$ cat config.mk
export PLATFORM = sky130hd
export DESIGN_NAME = periferico_divisor_n_flat
export DESIGN_NICKNAME = d
export VERILOG_FILES = /design/src/rtl/periferico_divisor_n_if.sv /design/src/rtl/periferico_divisor_n.sv /design/src/flat_wrapper.sv
export SDC_FILE = /design/constraint.sdc
export NUM_CORES = 1
export LEC_CHECK = 0
export ABC_AREA = 1
export BUFFER_PORTS_ARGS = -buffer_cell sky130_fd_sc_hd__buf_2
export CAP_MARGIN = 20
export CORE_MARGIN = 4
export CORE_UTILIZATION = 61
export CTS_CLUSTER_DIAMETER = 100
export DETAILED_ROUTE_END_ITERATION = 6
export PLACE_DENSITY = 0.76
export SKIP_LAST_GASP = 1
export SYNTH_ARGS = -nofsm -noshare
export SYNTH_HDL_FRONTEND = slang
export SYNTH_SLANG_ARGS = --single-unit
$ cat constraint.sdc
create_clock -name CLK -period 2.9 [get_ports CLK]
set_clock_uncertainty 0.15 [all_clocks]
set_input_delay 0.725 -clock CLK [delete_from_list [all_inputs] [get_ports CLK]]
set_output_delay 0.725 -clock CLK [all_outputs]
set_load 0.005 [all_outputs]
$ cat src/rtl/periferico_divisor_n_if.sv
// periferico_divisor_n_if
// Calculator-bus bundle shared by the divider peripheral and whoever drives it.
//   cs     chip select
//   rd     read strobe, meaningful only with cs
//   wr     write strobe, meaningful only with cs
//   addr   5-bit register address
//   d_in   WIDTH-bit write data
//   d_out  WIDTH-bit registered read data (driven by the peripheral)
// Modports: master drives the strobes/address/data, slave returns d_out.
interface periferico_divisor_n_if #(
  parameter int WIDTH = 16
);
  logic             cs;
  logic             rd;
  logic             wr;
  logic [4:0]       addr;
  logic [WIDTH-1:0] d_in;
  logic [WIDTH-1:0] d_out;

  modport master (output cs, rd, wr, addr, d_in, input d_out);
  modport slave  (input cs, rd, wr, addr, d_in, output d_out);
endinterface

$ cat src/rtl/periferico_divisor_n.sv
// periferico_divisor_n
// Memory-mapped restoring shift-subtract divider, one quotient bit per clock.
// Registers: 0x04 DV, 0x08 DR, 0x0C CTRL (bit0 START, bit1 SIGNED),
//            0x10 Q, 0x14 REM, 0x18 STATUS (bit0 DONE, bit1 BUSY, bit2 DIV0).
// Ports:
//   CLK    system clock, rising edge
//   reset  asynchronous, active-low reset
//   bus    periferico_divisor_n_if slave modport (cs/rd/wr/addr/d_in/d_out)
// Parameter WIDTH (4..32) sets operand, result and data-bus width.
// Optional feature macro DIVISOR_SIGNED_EN: when defined, CTRL bit1 selects
// signed division; when undefined all operations are unsigned.
module periferico_divisor_n #(
  parameter int WIDTH = 16
) (
  input logic                 CLK,
  input logic                 reset,
  periferico_divisor_n_if.slave bus
);

  localparam int CNT_W = $clog2(WIDTH);

  localparam logic [4:0] ADDR_DV     = 5'h04;
  localparam logic [4:0] ADDR_DR     = 5'h08;
  localparam logic [4:0] ADDR_CTRL   = 5'h0C;
  localparam logic [4:0] ADDR_Q      = 5'h10;
  localparam logic [4:0] ADDR_REM    = 5'h14;
  localparam logic [4:0] ADDR_STATUS = 5'h18;

  typedef enum logic [1:0] {
    S_IDLE,
    S_RUN,
    S_FIX
  } state_t;

  state_t           state;
  logic [WIDTH-1:0] dv_reg;
  logic [WIDTH-1:0] dr_reg;
  logic [WIDTH-1:0] q_reg;
  logic [WIDTH-1:0] rem_reg;
  logic             done;
  logic             busy;
  logic             div0;
  logic             div0_pend;
  logic [WIDTH-1:0] work_rem;
  logic [WIDTH-1:0] work_quo;
  logic [WIDTH-1:0] work_div;
  logic [CNT_W-1:0] count;

  logic             wr_en;
  logic             rd_en;
  logic             start_req;
  logic [WIDTH-1:0] rd_data;
  logic [WIDTH-1:0] dv_mag;
  logic [WIDTH-1:0] dr_mag;
  logic [WIDTH-1:0] q_fix;
  logic [WIDTH-1:0] rem_fix;
  logic [WIDTH:0]   shifted;
  logic [WIDTH:0]   diff;

  assign wr_en     = bus.cs & bus.wr;
  assign rd_en     = bus.cs & bus.rd;
  // START outside IDLE (RUN or FIX) is dropped without touching any flag
  assign start_req = wr_en && (bus.addr == ADDR_CTRL) && bus.d_in[0] && (state == S_IDLE);

`ifdef DIVISOR_SIGNED_EN
  logic op_signed;
  logic neg_q;
  logic neg_r;

  // Magnitudes are taken when the operands are latched; the most negative
  // value maps onto itself, which is the correct unsigned magnitude.
  assign op_signed = bus.d_in[1];
  assign dv_mag    = (op_signed && dv_reg[WIDTH-1]) ? -dv_reg : dv_reg;
  assign dr_mag    = (op_signed && dr_reg[WIDTH-1]) ? -dr_reg : dr_reg;
  assign q_fix     = neg_q ? -work_quo : work_quo;
  assign rem_fix   = neg_r ? -work_rem : work_rem;
`else
  assign dv_mag  = dv_reg;
  assign dr_mag  = dr_reg;
  assign q_fix   = work_quo;
  assign rem_fix = work_rem;
`endif

  // One restoring step: the partial remainder is always below the divisor,
  // so the shifted value fits in WIDTH+1 bits and diff[WIDTH] is the borrow.
  assign shifted = {work_rem, work_quo[WIDTH-1]};
  assign diff    = shifted - {1'b0, work_div};

  always_comb begin
    rd_data = '0;
    case (bus.addr)
      ADDR_DV:     rd_data = dv_reg;
      ADDR_DR:     rd_data = dr_reg;
      ADDR_Q:      rd_data = q_reg;
      ADDR_REM:    rd_data = rem_reg;
      ADDR_STATUS: rd_data = {{(WIDTH-3){1'b0}}, div0, busy, done};
      default:     rd_data = '0;
    endcase
  end

  always_ff @(posedge CLK or negedge reset) begin
    if (!reset) begin
      state     <= S_IDLE;
      bus.d_out <= '0;
      dv_reg    <= '0;
      dr_reg    <= '0;
      q_reg     <= '0;
      rem_reg   <= '0;
      done      <= 1'b0;
      busy      <= 1'b0;
      div0      <= 1'b0;
      div0_pend <= 1'b0;
      work_rem  <= '0;
      work_quo  <= '0;
      work_div  <= '0;
      count     <= '0;
`ifdef DIVISOR_SIGNED_EN
      neg_q     <= 1'b0;
      neg_r     <= 1'b0;
`endif
    end else begin
      // Read data comes from the pre-edge register values, so a combined
      // read+write of the same register returns the old contents.
      bus.d_out <= rd_en ? rd_data : '0;

      if (wr_en && (bus.addr == ADDR_DV)) dv_reg <= bus.d_in;
      if (wr_en && (bus.addr == ADDR_DR)) dr_reg <= bus.d_in;

      case (state)
        S_IDLE: begin
          if (start_req) begin
            done     <= 1'b0;
            div0     <= 1'b0;
            busy     <= 1'b1;
            work_rem <= '0;
            work_div <= dr_mag;
            count    <= CNT_W'(WIDTH - 1);
`ifdef DIVISOR_SIGNED_EN
            neg_q    <= op_signed & (dv_reg[WIDTH-1] ^ dr_reg[WIDTH-1]);
            neg_r    <= op_signed & dv_reg[WIDTH-1];
`endif
            // On divide-by-zero the raw dividend is parked in work_quo so
            // FIX can report it unchanged as the remainder.
            if (dr_reg == '0) begin
              div0_pend <= 1'b1;
              work_quo  <= dv_reg;
              state     <= S_FIX;
            end else begin
              div0_pend <= 1'b0;
              work_quo  <= dv_mag;
              state     <= S_RUN;
            end
          end
        end

        S_RUN: begin
          if (!diff[WIDTH]) begin
            work_rem <= diff[WIDTH-1:0];
            work_quo <= {work_quo[WIDTH-2:0], 1'b1};
          end else begin
            work_rem <= shifted[WIDTH-1:0];
            work_quo <= {work_quo[WIDTH-2:0], 1'b0};
          end
          if (count == '0) begin
            state <= S_FIX;
          end else begin
            count <= count - 1'b1;
          end
        end

        S_FIX: begin
          if (div0_pend) begin
            q_reg   <= '1;
            rem_reg <= work_quo;
            div0    <= 1'b1;
          end else begin
            q_reg   <= q_fix;
            rem_reg <= rem_fix;
          end
          done  <= 1'b1;
          busy  <= 1'b0;
          state <= S_IDLE;
        end

        default: state <= S_IDLE;
      endcase
    end
  end

endmodule

$ cat src/flat_wrapper.sv
// flat-port wrapper written by rule: the top's interface ports become plain ports
module periferico_divisor_n_flat 
#(
  parameter int WIDTH = 16
)
  (CLK, reset, bus_cs, bus_rd, bus_wr, bus_addr, bus_d_in, bus_d_out);
  periferico_divisor_n_if #(.WIDTH(WIDTH)) bus_i ();
  input logic CLK;
  input logic reset;
  input wire logic [$bits(bus_i.cs)-1:0] bus_cs;
  input wire logic [$bits(bus_i.rd)-1:0] bus_rd;
  input wire logic [$bits(bus_i.wr)-1:0] bus_wr;
  input wire logic [$bits(bus_i.addr)-1:0] bus_addr;
  input wire logic [$bits(bus_i.d_in)-1:0] bus_d_in;
  output wire logic [$bits(bus_i.d_out)-1:0] bus_d_out;
  assign bus_i.cs = bus_cs;
  assign bus_i.rd = bus_rd;
  assign bus_i.wr = bus_wr;
  assign bus_i.addr = bus_addr;
  assign bus_i.d_in = bus_d_in;
  assign bus_d_out = bus_i.d_out;
  periferico_divisor_n #(.WIDTH(WIDTH)) u_core (.CLK(CLK), .reset(reset), .bus(bus_i));
endmodule
==> metrics.yaml <==
place:
  place_ws_ns: 0.385
  gp_congestion: 0.867
  dp_hpwl_um: 13100
  numPortBuffers: 41
sta:
  setup-tns-final_ns: 0
  period_minus_slack_ns: 2.54
  tightest_slew_ns: 0.771
  slew_headroom: 0.484
  slew_viol_final: 0
  rsz0062_at_grt: "false"
  hold_viol_final: 0
  setup_viol: 0
  finalCritPeriodShare: 0.876
  fin_ws_ns: 0.360
  max_freq_mhz: 394
flow_run:
  maxCapViolations: 0
finish:
  n_antenna_cell: 0
  fill_cells: 895
  area_delta_synth_final_pct: 13.5
  nets: 1005
  drive_gt1_frac: 0.116
die:
  fp.dieArea_mm2: 0.0135
  coreArea_mm2: 0.0115
  rows: 39
  initial_core_util: 0.624
  die_h_um: 116
  boundaryPins: 42
  die_w_um: 116
worst_setup_path:
  r2r_slack_ns: 0.36
  cp_max_fo: 11
  start_kind: "flop"
  worstPathArrival_ns: 2.73
  worst-setup-path-type: "flop to flop"
  r2r-end: "u_core.rem_fix[13]"
  worstPathRequired_ns: 3.09
  reg2reg_depth: 15
  r2r_start: "u_core.q_fix[15]"
  endpoint_kind: "flop"
routing:
  drt_iter0_markers: 568
  routed_via_density: 5.73
  drcViolationCount: 0
  routed_wl_um: 18500
  ant_nets: 0
  wl_per_cell_um: 16.5
  first_pass_iters: 5
  via_count: 6400
synth:
  synth_area_leader_cell: "dfrtp_1"
  synth_fp_nets: 963
  synth.distinct_cells: 39
  avgSynthCellArea_um2: 7.79
  ys.warnings.count: 0
  syn_area_mm2: 0.00716
  synth_edf_count: 0
  synth_top_area_share: 0.482
  yosysSeqAreaShare: 0.482
  synth_ff_type: "dfrtp_1"
  synthTopCellsByArea: "dfrtp_1 (48%), nand2_1 (11%), inv_1 (8.6%)"
  ys_ff_latch: 138
  syn_inst: 919
  async_reset_ff_frac: 1.00
  synth.most_common_cell: "nand2_1"
  synth_common_cells: "nand2_1 (211), inv_1 (164), dfrtp_1 (138)"
clocking:
  post_cts_buffers: 0
  cts_tree: "built"
  post_cts_resize_count: 0
  cts_sinks: 138
  cts_hold_buffers: 0
  clockBufferDepth: 2
  cts_made_buffers: 17
  cts_root_buffer: "clkbuf_16"
  clock_latency_ns: 0.40
  h-tree-depth: 4
  clk_pin_slew_ns: 0.06
pwr:
  sw_frac_of_total: 0.403
  p_clk_frac: 0.260
  leakage_nw: 4.15
  ir_drop_mv: 0.657
  power_frac_seq: 0.339
  cellInternalPower_mw: 5.02
  power.switching_mw: 3.39
  p_per_area_mw_per_mm2: 1030
  comb_power_share: 0.401
global_route:
  grt-ovfl-total: 0
  grt_usage: 0.288
  antenna_found_initial: 0
  grt_pass1_wl_um: 30400
  grt_pass1_vias: 6181
  grt_max_degree: 48
worst_hold_path:
  hp-class: "input pin to async pin"
status:
  status: "complete, no violations"
-- power groups by stage --
stage	registers [mW]	logic [mW]	clock network (mW)
after floorplan	2.73	2.62	0
after global placement	2.85	3.17	0
after detailed placement	2.86	3.30	0
after CTS	2.83	3.34	2.20
after global routing	2.90	3.84	2.29
final	2.85	3.37	2.18
-- cells in the final DEF (no fill, tap or decap), types with 11 or more instances in the layout --
cell	netlist	layout
o22ai_1	44	44
nor2_1	62	61
nand2_2	11	11
buf_2	6	40
nand3_1	39	39
buf_4	2	15
a21oi_1	42	42
clkbuf_16	0	17
dfrtp_1	138	138
ha_1	17	17
inv_1	164	164
o21ai_0	102	102
nand2_1	211	211
-- cell families after synthesis --
logic type,after synthesis,share of synthesized area
AO/OA/AOI/OAI,203,0.155
XOR/XNOR,5,0.00612
AND/OR/NAND/NOR,354,0.213
buffers and inverters,201,0.111
flip-flops,138,0.482
adder cells (fa/ha/maj),18,0.0325
-- layout make-up --
| type | count | area [um^2] | share of cell area |
|---|---|---|---|
| Clock inverter | 11 | 145 | 0.0179 |
| Tap cell | 143 | 179 | 0.0220 |
| Sequential cell | 138 | 3450 | 0.425 |
| Multi-Input combinational cell | 580 | 2910 | 0.359 |
| Clock buffer | 21 | 460 | 0.0567 |
| Timing Repair Buffer | 57 | 344 | 0.0424 |
| Inverter | 167 | 627 | 0.0772 |
-- worst max path at each step --
stage | from | to | slack [ns] | cells past startpoint
final | u_core.q_fix[15] | u_core.rem_fix[13] | 0.36 | 15
after global routing | u_core.q_fix[15] | u_core.rem_fix[15] | 0.14 | 15
after floorplan | u_core.q_fix[15] | u_core.rem_fix[2] | 0.72 | 15
after detailed placement | u_core.q_fix[15] | u_core.rem_fix[13] | 0.39 | 15
after CTS | u_core.q_fix[15] | u_core.rem_fix[13] | 0.37 | 15
after global placement | u_core.q_fix[15] | u_core.rem_fix[11] | 0.49 | 15
-- worst max-delay path, stage by stage (launching register included) --
cell	delay (ns)
dfrtp_1	0.38
inv_1	0.12
ha_1	0.16
inv_1	0.08
fa_1	0.41
nand2_1	0.10
nand2_2	0.08
nand3_2	0.09
nand2_2	0.07
nand2_2	0.09
nand2_2	0.06
nand2_2	0.22
nand3_1	0.24
nand2_1	0.11
nand2_1	0.05
nand2_1	0.05
-- through the flow --
step / util / hold WS (ns) / std cells / area [um^2] / power, mW
floorplan: - / 0.279 / 919 / 7160 / 5.35
global placement: 0.655 / 0.318 / 1085 / 7520 / 6.02
detailed placement: 0.655 / 0.324 / 1085 / 7520 / 6.16
CTS: 0.708 / 0.105 / 1117 / 8120 / 8.37
global route: 0.708 / 0.118 / 1117 / 8120 / 9.03
finish: 0.708 / 0.0933 / 1117 / 8120 / 8.41
-- layer usage --
metal | global-route usage | vias up | share of wire
li1 | - | 3029 | -
met1 | 0.402 | 2996 | 0.43
met2 | 0.454 | 342 | 0.46
met3 | 0.0591 | 33 | 0.085
met4 | 0.101 | 0 | 0.022
met5 | 0 | - | 0
Power figures use the tool's default switching activity.
